[config.mk]
export PLATFORM = sky130hd
export DESIGN_NAME = dcache_controller
export DESIGN_NICKNAME = d
export VERILOG_FILES = /design/src/rtl/dcache_controller.sv
export SDC_FILE = /design/constraint.sdc
export NUM_CORES = 2
export LEC_CHECK = 0
export CAP_MARGIN = 5
export CORE_AREA = 2 2 302 602
export CTS_CLUSTER_SIZE = 30
export DETAILED_ROUTE_END_ITERATION = 7
export DIE_AREA = 0 0 304 604
export PLACE_DENSITY = 0.79
export SYNTH_ARGS = -nofsm -noshare
export SYNTH_HDL_FRONTEND = slang
export SYNTH_SLANG_ARGS = --single-unit
[constraint.sdc]
create_clock -name clk_i -period 5.8 [get_ports clk_i]
set_input_delay 0.87 -clock clk_i [delete_from_list [all_inputs] [get_ports clk_i]]
set_output_delay 0.87 -clock clk_i [all_outputs]
set_load 0.05 [all_outputs]
[src/rtl/dcache_controller.sv]
// -----------------------------------------------------------------------------
// dcache_controller
//
// Direct-mapped, write-back, write-allocate data cache. It sits between the CPU
// MEM stage and a slow main memory that transfers whole 16-byte lines.
//
// Address split (NUM_LINES lines, IDX = log2(NUM_LINES)):
//   tag = addr[31:4+IDX], index = addr[4+IDX-1:4], word = addr[3:2]
//
// Ports:
//   clk_i       clock, rising edge
//   start_i     asynchronous active-low reset
//   addr_i      CPU byte address (bits [1:0] ignored)
//   data_i      CPU store data
//   MemRead_i   CPU load request
//   MemWrite_i  CPU store request (wins over MemRead_i)
//   data_o      load data, combinational on a hit, 0 otherwise
//   stall_o     freeze the pipeline while a miss is being serviced
//   mem_req_o   main-memory request
//   mem_we_o    1 = line write-back, 0 = line fetch
//   mem_addr_o  line address (bits [3:0] = 0)
//   mem_data_o  write-back line, word0 in [31:0]
//   mem_data_i  fetched line, word0 in [31:0]
//   mem_ack_i   one-cycle completion pulse for the current request
//   hit_cnt_o   accesses that hit on first lookup (wraps)
//   miss_cnt_o  accesses that missed (wraps)
// -----------------------------------------------------------------------------
module dcache_controller #(
    parameter int NUM_LINES = 16
) (
    input  logic         clk_i,
    input  logic         start_i,
    input  logic [31:0]  addr_i,
    input  logic [31:0]  data_i,
    input  logic         MemRead_i,
    input  logic         MemWrite_i,
    output logic [31:0]  data_o,
    output logic         stall_o,
    output logic         mem_req_o,
    output logic         mem_we_o,
    output logic [31:0]  mem_addr_o,
    output logic [127:0] mem_data_o,
    input  logic [127:0] mem_data_i,
    input  logic         mem_ack_i,
    output logic [31:0]  hit_cnt_o,
    output logic [31:0]  miss_cnt_o
);

    localparam int IDX   = $clog2(NUM_LINES);
    localparam int TAG_W = 28 - IDX;

    typedef enum logic [1:0] {
        IDLE      = 2'd0,
        WRITEBACK = 2'd1,
        ALLOCATE  = 2'd2
    } state_t;

    state_t               state;
    logic [NUM_LINES-1:0] valid_q;
    logic [NUM_LINES-1:0] dirty_q;
    logic                 replay_q;   // next IDLE hit is the re-execution of a miss

    logic [TAG_W-1:0]     tag_mem  [NUM_LINES];
    logic [127:0]         data_mem [NUM_LINES];

    // Address decode
    logic [IDX-1:0]   idx;
    logic [TAG_W-1:0] tag;
    logic [1:0]       word_sel;
    logic [6:0]       word_lsb;
    logic             unused_addr_bits;

    assign idx              = addr_i[4+IDX-1:4];
    assign tag              = addr_i[31:4+IDX];
    assign word_sel         = addr_i[3:2];
    assign word_lsb         = {word_sel, 5'b0};
    assign unused_addr_bits = ^addr_i[1:0];

    // Lookup
    logic             access;
    logic             hit;
    logic             in_idle;
    logic [127:0]     cur_line;
    logic [TAG_W-1:0] cur_tag;

    assign cur_line = data_mem[idx];
    assign cur_tag  = tag_mem[idx];
    assign access   = MemRead_i | MemWrite_i;
    assign hit      = access & valid_q[idx] & (cur_tag == tag);
    assign in_idle  = (state == IDLE);

    // Stall is gated by start_i so the pipeline is released the instant reset
    // is applied, even if the CPU is still presenting a missing access.
    assign stall_o = start_i & (~in_idle | (access & ~hit));

    // NOTE: every always_comb output gets a default first so no latch is inferred.
    always_comb begin
        data_o = '0;
        if (in_idle && hit && !MemWrite_i) begin
            data_o = cur_line[word_lsb +: 32];
        end
    end

    // Control FSM with registered memory-side outputs.
    // NOTE: sequential state uses non-blocking assignments only, so every flop
    // samples the pre-edge values regardless of statement order.
    always_ff @(posedge clk_i or negedge start_i) begin
        if (!start_i) begin
            state      <= IDLE;
            valid_q    <= '0;
            dirty_q    <= '0;
            replay_q   <= 1'b0;
            hit_cnt_o  <= '0;
            miss_cnt_o <= '0;
            mem_req_o  <= 1'b0;
            mem_we_o   <= 1'b0;
            mem_addr_o <= '0;
            mem_data_o <= '0;
        end else begin
            case (state)
                IDLE: begin
                    replay_q <= 1'b0;
                    if (hit) begin
                        if (!replay_q) begin
                            hit_cnt_o <= hit_cnt_o + 32'd1;
                        end
                        if (MemWrite_i) begin
                            dirty_q[idx] <= 1'b1;
                        end
                    end else if (access) begin
                        miss_cnt_o <= miss_cnt_o + 32'd1;
                        mem_req_o  <= 1'b1;
                        if (valid_q[idx] && dirty_q[idx]) begin
                            state      <= WRITEBACK;
                            mem_we_o   <= 1'b1;
                            mem_addr_o <= {cur_tag, idx, 4'b0};
                            mem_data_o <= cur_line;
                        end else begin
                            state      <= ALLOCATE;
                            mem_we_o   <= 1'b0;
                            mem_addr_o <= {addr_i[31:4], 4'b0};
                        end
                    end
                end

                WRITEBACK: begin
                    // Request stays up; it simply turns into the line fetch.
                    if (mem_ack_i) begin
                        state      <= ALLOCATE;
                        mem_we_o   <= 1'b0;
                        mem_addr_o <= {addr_i[31:4], 4'b0};
                    end
                end

                ALLOCATE: begin
                    if (mem_ack_i) begin
                        state        <= IDLE;
                        mem_req_o    <= 1'b0;
                        valid_q[idx] <= 1'b1;
                        dirty_q[idx] <= 1'b0;
                        replay_q     <= 1'b1;
                    end
                end

                default: begin
                    state     <= IDLE;
                    mem_req_o <= 1'b0;
                    mem_we_o  <= 1'b0;
                end
            endcase
        end
    end

    // Line storage. A refill and a store hit can never coincide: the refill
    // happens in ALLOCATE, the store merge in the following IDLE cycle.
    // NOTE: tag and data arrays are not reset; valid_q qualifies every lookup.
    always_ff @(posedge clk_i) begin
        if (start_i && state == ALLOCATE && mem_ack_i) begin
            data_mem[idx] <= mem_data_i;
            tag_mem[idx]  <= tag;
        end else if (start_i && in_idle && hit && MemWrite_i) begin
            data_mem[idx][word_lsb +: 32] <= data_i;
        end
    end

endmodule

==> results.rst <==
.. list-table::
   :header-rows: 1

   * - Metric
     - Value
   * - Run status
     - complete, but fails checks
   * - Violations in the final reports
     - max-capacitance violations, max-slew violations
   * - Element type at the critical path end
     - primary output
   * - Core box area
     - 179000 um2
   * - Ports
     - 456
   * - Worst path top cell family by delay
     - simple AND/OR/NAND/NOR gates
   * - Share of cells above drive strength 1
     - 0.293
   * - Number of clock sinks
     - 2689
   * - Via count of the first global-routing pass
     - 60000
   * - Length of the first detailed-routing pass in iterations
     - 6
   * - Number of library cell types mapped by synthesis
     - 68
   * - Post-detailed-route count of antenna-violating nets
     - 0
   * - Routed wire per std cell
     - 38.8 um
   * - Cts bufs inserted
     - 220
   * - Routed metal-1 wirelength
     - 97500 um
   * - Cell-by-cell trace of the critical path
     - buf_8 -> nor2b_1 -> a22oi_1 -> nand3_1 -> o2111ai_1 -> nand2b_1 -> a2111oi_0 -> nand4_1 -> or3_1 -> buf_12 -> nor2b_1 -> buf_4 -> buf_12
   * - Final-report max-slew violation count
     - 17
   * - Critical path launch point type
     - primary input
   * - Detailed-route wire length
     - 327000 um
   * - Pin count of the biggest net entering global routing
     - 136
   * - Worst IR drop on VDD
     - 0.358 mV
   * - Type of the most critical hold path
     - in -> async
   * - HPWL reported at the end of detailed placement
     - 191000 um
   * - Post-route setup slack
     - 0.165 ns
   * - Post-CTS resize count
     - 0
   * - Worst-path fanout max
     - 32
   * - Worst relative slew slack
     - -0.0445
   * - Die Outline Area
     - 184000 um2
   * - Number of standard cells after synthesis
     - 5114
   * - CTS clk-pin slew, worst paths
     - 0.07 ns
   * - Proportion of synthesized chip area in sequential cells
     - 0.745
   * - Average size of a mapped cell
     - 20.9 um2
   * - Clock root cell
     - sky130_fd_sc_hd__clkbuf_16
   * - Maximum clock rate
     - 0.177 GHz
   * - Critical path buffers and inverters
     - 4
   * - CP Class
     - in -> out
   * - DRC violation count after routing
     - 0
   * - Iteration-0 DRC Markers
     - 9546
   * - Post-synth design cell area
     - 107000 um2
   * - Number of nets in the final layout
     - 6052
   * - Wire length on met3
     - 42600 um
   * - CTS max path bufs
     - 4
   * - Std-Cell Rows
     - 220
   * - Max-Cap Viols
     - 1
   * - Share of the clock period used by the worst path
     - 0.972
   * - Data required, critical path
     - 4.93 ns
   * - Via count
     - 59000
   * - Initial core utilization
     - 0.595
   * - Top flip-flop cell by instance count after synthesis
     - sky130_fd_sc_hd__edfxtp_1
   * - Overall track demand over capacity in global routing
     - 0.357
   * - Leakage
     - 41.3 nW
   * - Worst setup skew after layout
     - 0.100 ns
   * - Per-cell via count in the routed design
     - 7.02
   * - Post-synthesis register bit count
     - 2689
   * - Unrepaired setup endpoints after global routing
     - no
   * - GRT Residual Overflow
     - 0
   * - Number of placed cells counting well taps
     - 7954
   * - Gp weighted congestion
     - 0.931
   * - Clock latency on the worst-skew pair
     - 0.90 ns
   * - Arrival time of data at the critical path endpoint
     - 4.76 ns
   * - Initial antenna violation count
     - 47
   * - Worst-case setup slack after placement
     - 0.106 ns
   * - Number of flops mapped to enable cells by yosys
     - 2432
   * - Number of input and output port buffers inserted
     - 449
   * - Share of flip-flops with an asynchronous set or reset
     - 0.0956
   * - Final hold violation count
     - 0
   * - Cell type of the slowest stage on the worst timing path
     - sky130_fd_sc_hd__nor2b_1
   * - WL met2
     - 159000 um
   * - Clock tree from TritonCTS
     - built
   * - Layout overhead on the synthesized area
     - 17.1%
   * - CTS H-tree depth
     - 4
   * - Cell area power density
     - 319 nW/um2
   * - Global-route wire length before repair
     - 454000 um
   * - Layout Cells excl Fill
     - 8407
   * - Setup violation total in the final timing report
     - 0
   * - Final worst path period need
     - 5.63 ns
   * - Yosys warning count
     - 0
   * - Worst Tran Pin Value
     - 1.52 ns
   * - Worst path max stage delay
     - 0.60 ns
   * - Count of buffers added by post-CTS timing repair for setup
     - 0
   * - Floorplan die height
     - 604 um
   * - DIE WIDTH
     - 304 um
   * - Uppermost signal routing layer after detailed routing
     - met5
   * - Setup total negative slack
     - 0 ns
==> logic make-up after synthesis <==
family / Yosys count / synth area share
AO/OA/AOI/OAI: 353 / 0.0196
XOR/XNOR: 95 / 0.00780
adder cells (fa/ha/maj): 7 / 0.000821
buffers and inverters: 356 / 0.0140
flip-flops: 2689 / 0.745
multiplexers: 1044 / 0.188
other: 1 / 0.0000351
AND/OR/NAND/NOR: 569 / 0.0246
==> worst reg2reg max path, cell delays in order, from the launching register on <==
cell and delay (ns):
sky130_fd_sc_hd__edfxtp_1 0.38, sky130_fd_sc_hd__mux4_2 0.48, sky130_fd_sc_hd__mux2i_1 0.20, sky130_fd_sc_hd__xnor2_1 0.16, sky130_fd_sc_hd__o32ai_1 0.74, sky130_fd_sc_hd__nand2_1 0.15, sky130_fd_sc_hd__or4_1 0.65, sky130_fd_sc_hd__nor3_2 0.17
sky130_fd_sc_hd__buf_4 0.23, sky130_fd_sc_hd__nand3_2 0.14, sky130_fd_sc_hd__buf_4 0.23, sky130_fd_sc_hd__mux2i_1 1.14
==> per-layer routing <==
layer  track usage  vias to the layer above
met5             0                        -
met4         0.269                       54
met3        0.0917                     1220
met2         0.573                     5320
met1         0.417                    29900
li1              -                    22500
==> worst paths after layout <==
check,slack [ns],end,from,cells past startpoint
worst max-delay path,0.17,data_o[22],addr_i[5],13
worst min-delay path,0.46,mem_data_o[11],start_i,2
worst max register to register,0.72,data_mem[8][38],tag_mem[4][0],11
worst min register to register,0.48,valid_q[7],valid_q[7],1
max in group asynchronous,4.01,mem_data_o[98],start_i,3
min in group clk_i,0.48,valid_q[7],valid_q[7],1
==> final cells by class <==
class / count / area (um2)
well taps: 2331 / 2920
multi-input cells: 2072 / 26300
flip-flops and latches: 2689 / 79500
fillers: 10200 / 54200
inverters: 58 / 218
repair buffers: 807 / 8720
clock inverters: 136 / 1310
diodes: 53 / 133
clock buffers: 261 / 5880
==> placed cells by master, fill, tap and decap left out, types with 51 or more instances in the layout <==
cell,count
sky130_fd_sc_hd__mux2_2,168
sky130_fd_sc_hd__dfrtp_1,257
sky130_fd_sc_hd__edfxtp_1,2432
sky130_fd_sc_hd__clkbuf_16,227
sky130_fd_sc_hd__nor2_4,65
sky130_fd_sc_hd__inv_1,57
sky130_fd_sc_hd__o21ai_0,221
sky130_fd_sc_hd__clkdlybuf4s50_1,410
sky130_fd_sc_hd__mux4_2,749
sky130_fd_sc_hd__diode_2,53
sky130_fd_sc_hd__buf_4,262
sky130_fd_sc_hd__mux2i_1,111
sky130_fd_sc_hd__xnor2_1,53
sky130_fd_sc_hd__buf_12,128
sky130_fd_sc_hd__nand2_1,211
sky130_fd_sc_hd__nor3_1,51
==> registers in the layout, summed over array words and instances, names as in the netlist, named ones only <==
signal	flops
data_mem	2048
tag_mem	384
mem_data_o	128
hit_cnt_o	32
miss_cnt_o	32
mem_addr_o	28
valid_q	16
state	2
mem_req_o	1
mem_we_o	1
replay_q	1
==> stage by stage <==
stage               utilization  power, mW  hold WS, ns  cell area, um2
floorplan                     -       23.5        0.434          107000
global placement          0.656       24.8        0.452          118000
detailed placement        0.656       24.9        0.462          118000
CTS                       0.696       39.8        0.441          125000
global route              0.697       40.5        0.487          125000
finish                    0.697       39.9        0.456          125000
==> power breakdown <==
| group | internal (mW) | switching (mW) |
|---|---|---|
| sequential | 21.3 | 0.103 |
| clock | 8.16 | 7.09 |
| combinational | 1.18 | 2.01 |
==> synthesized netlist by cell type (23+ instances only) <==
cell type	instances	area share
sky130_fd_sc_hd__edfxtp_1	2432	0.68
sky130_fd_sc_hd__mux4_2	749	0.16
sky130_fd_sc_hd__dfrtp_1	257	0.060
sky130_fd_sc_hd__o21ai_0	221	0.010
sky130_fd_sc_hd__nand2_1	211	0.0074
sky130_fd_sc_hd__clkbuf_1	205	0.0072
sky130_fd_sc_hd__mux2_2	168	0.018
sky130_fd_sc_hd__nor2_1	122	0.0043
sky130_fd_sc_hd__mux2i_1	112	0.011
sky130_fd_sc_hd__inv_1	57	0.0020
sky130_fd_sc_hd__nor3_1	53	0.0025
sky130_fd_sc_hd__xnor2_1	53	0.0044
sky130_fd_sc_hd__buf_1	50	0.0018
sky130_fd_sc_hd__nand3_1	49	0.0023
sky130_fd_sc_hd__xor2_1	42	0.0034
sky130_fd_sc_hd__nor2b_1	41	0.0024
sky130_fd_sc_hd__a21oi_1	23	0.0011
==> repair_timing <==
item | 4_1_cts | 5_1_grt
setup endpoints to repair | 0 | 0
hold buffers | 1 | 0
endpoints found under the hold margin | 32 | 0
No activity file was read; power rests on OpenSTA's default activity.
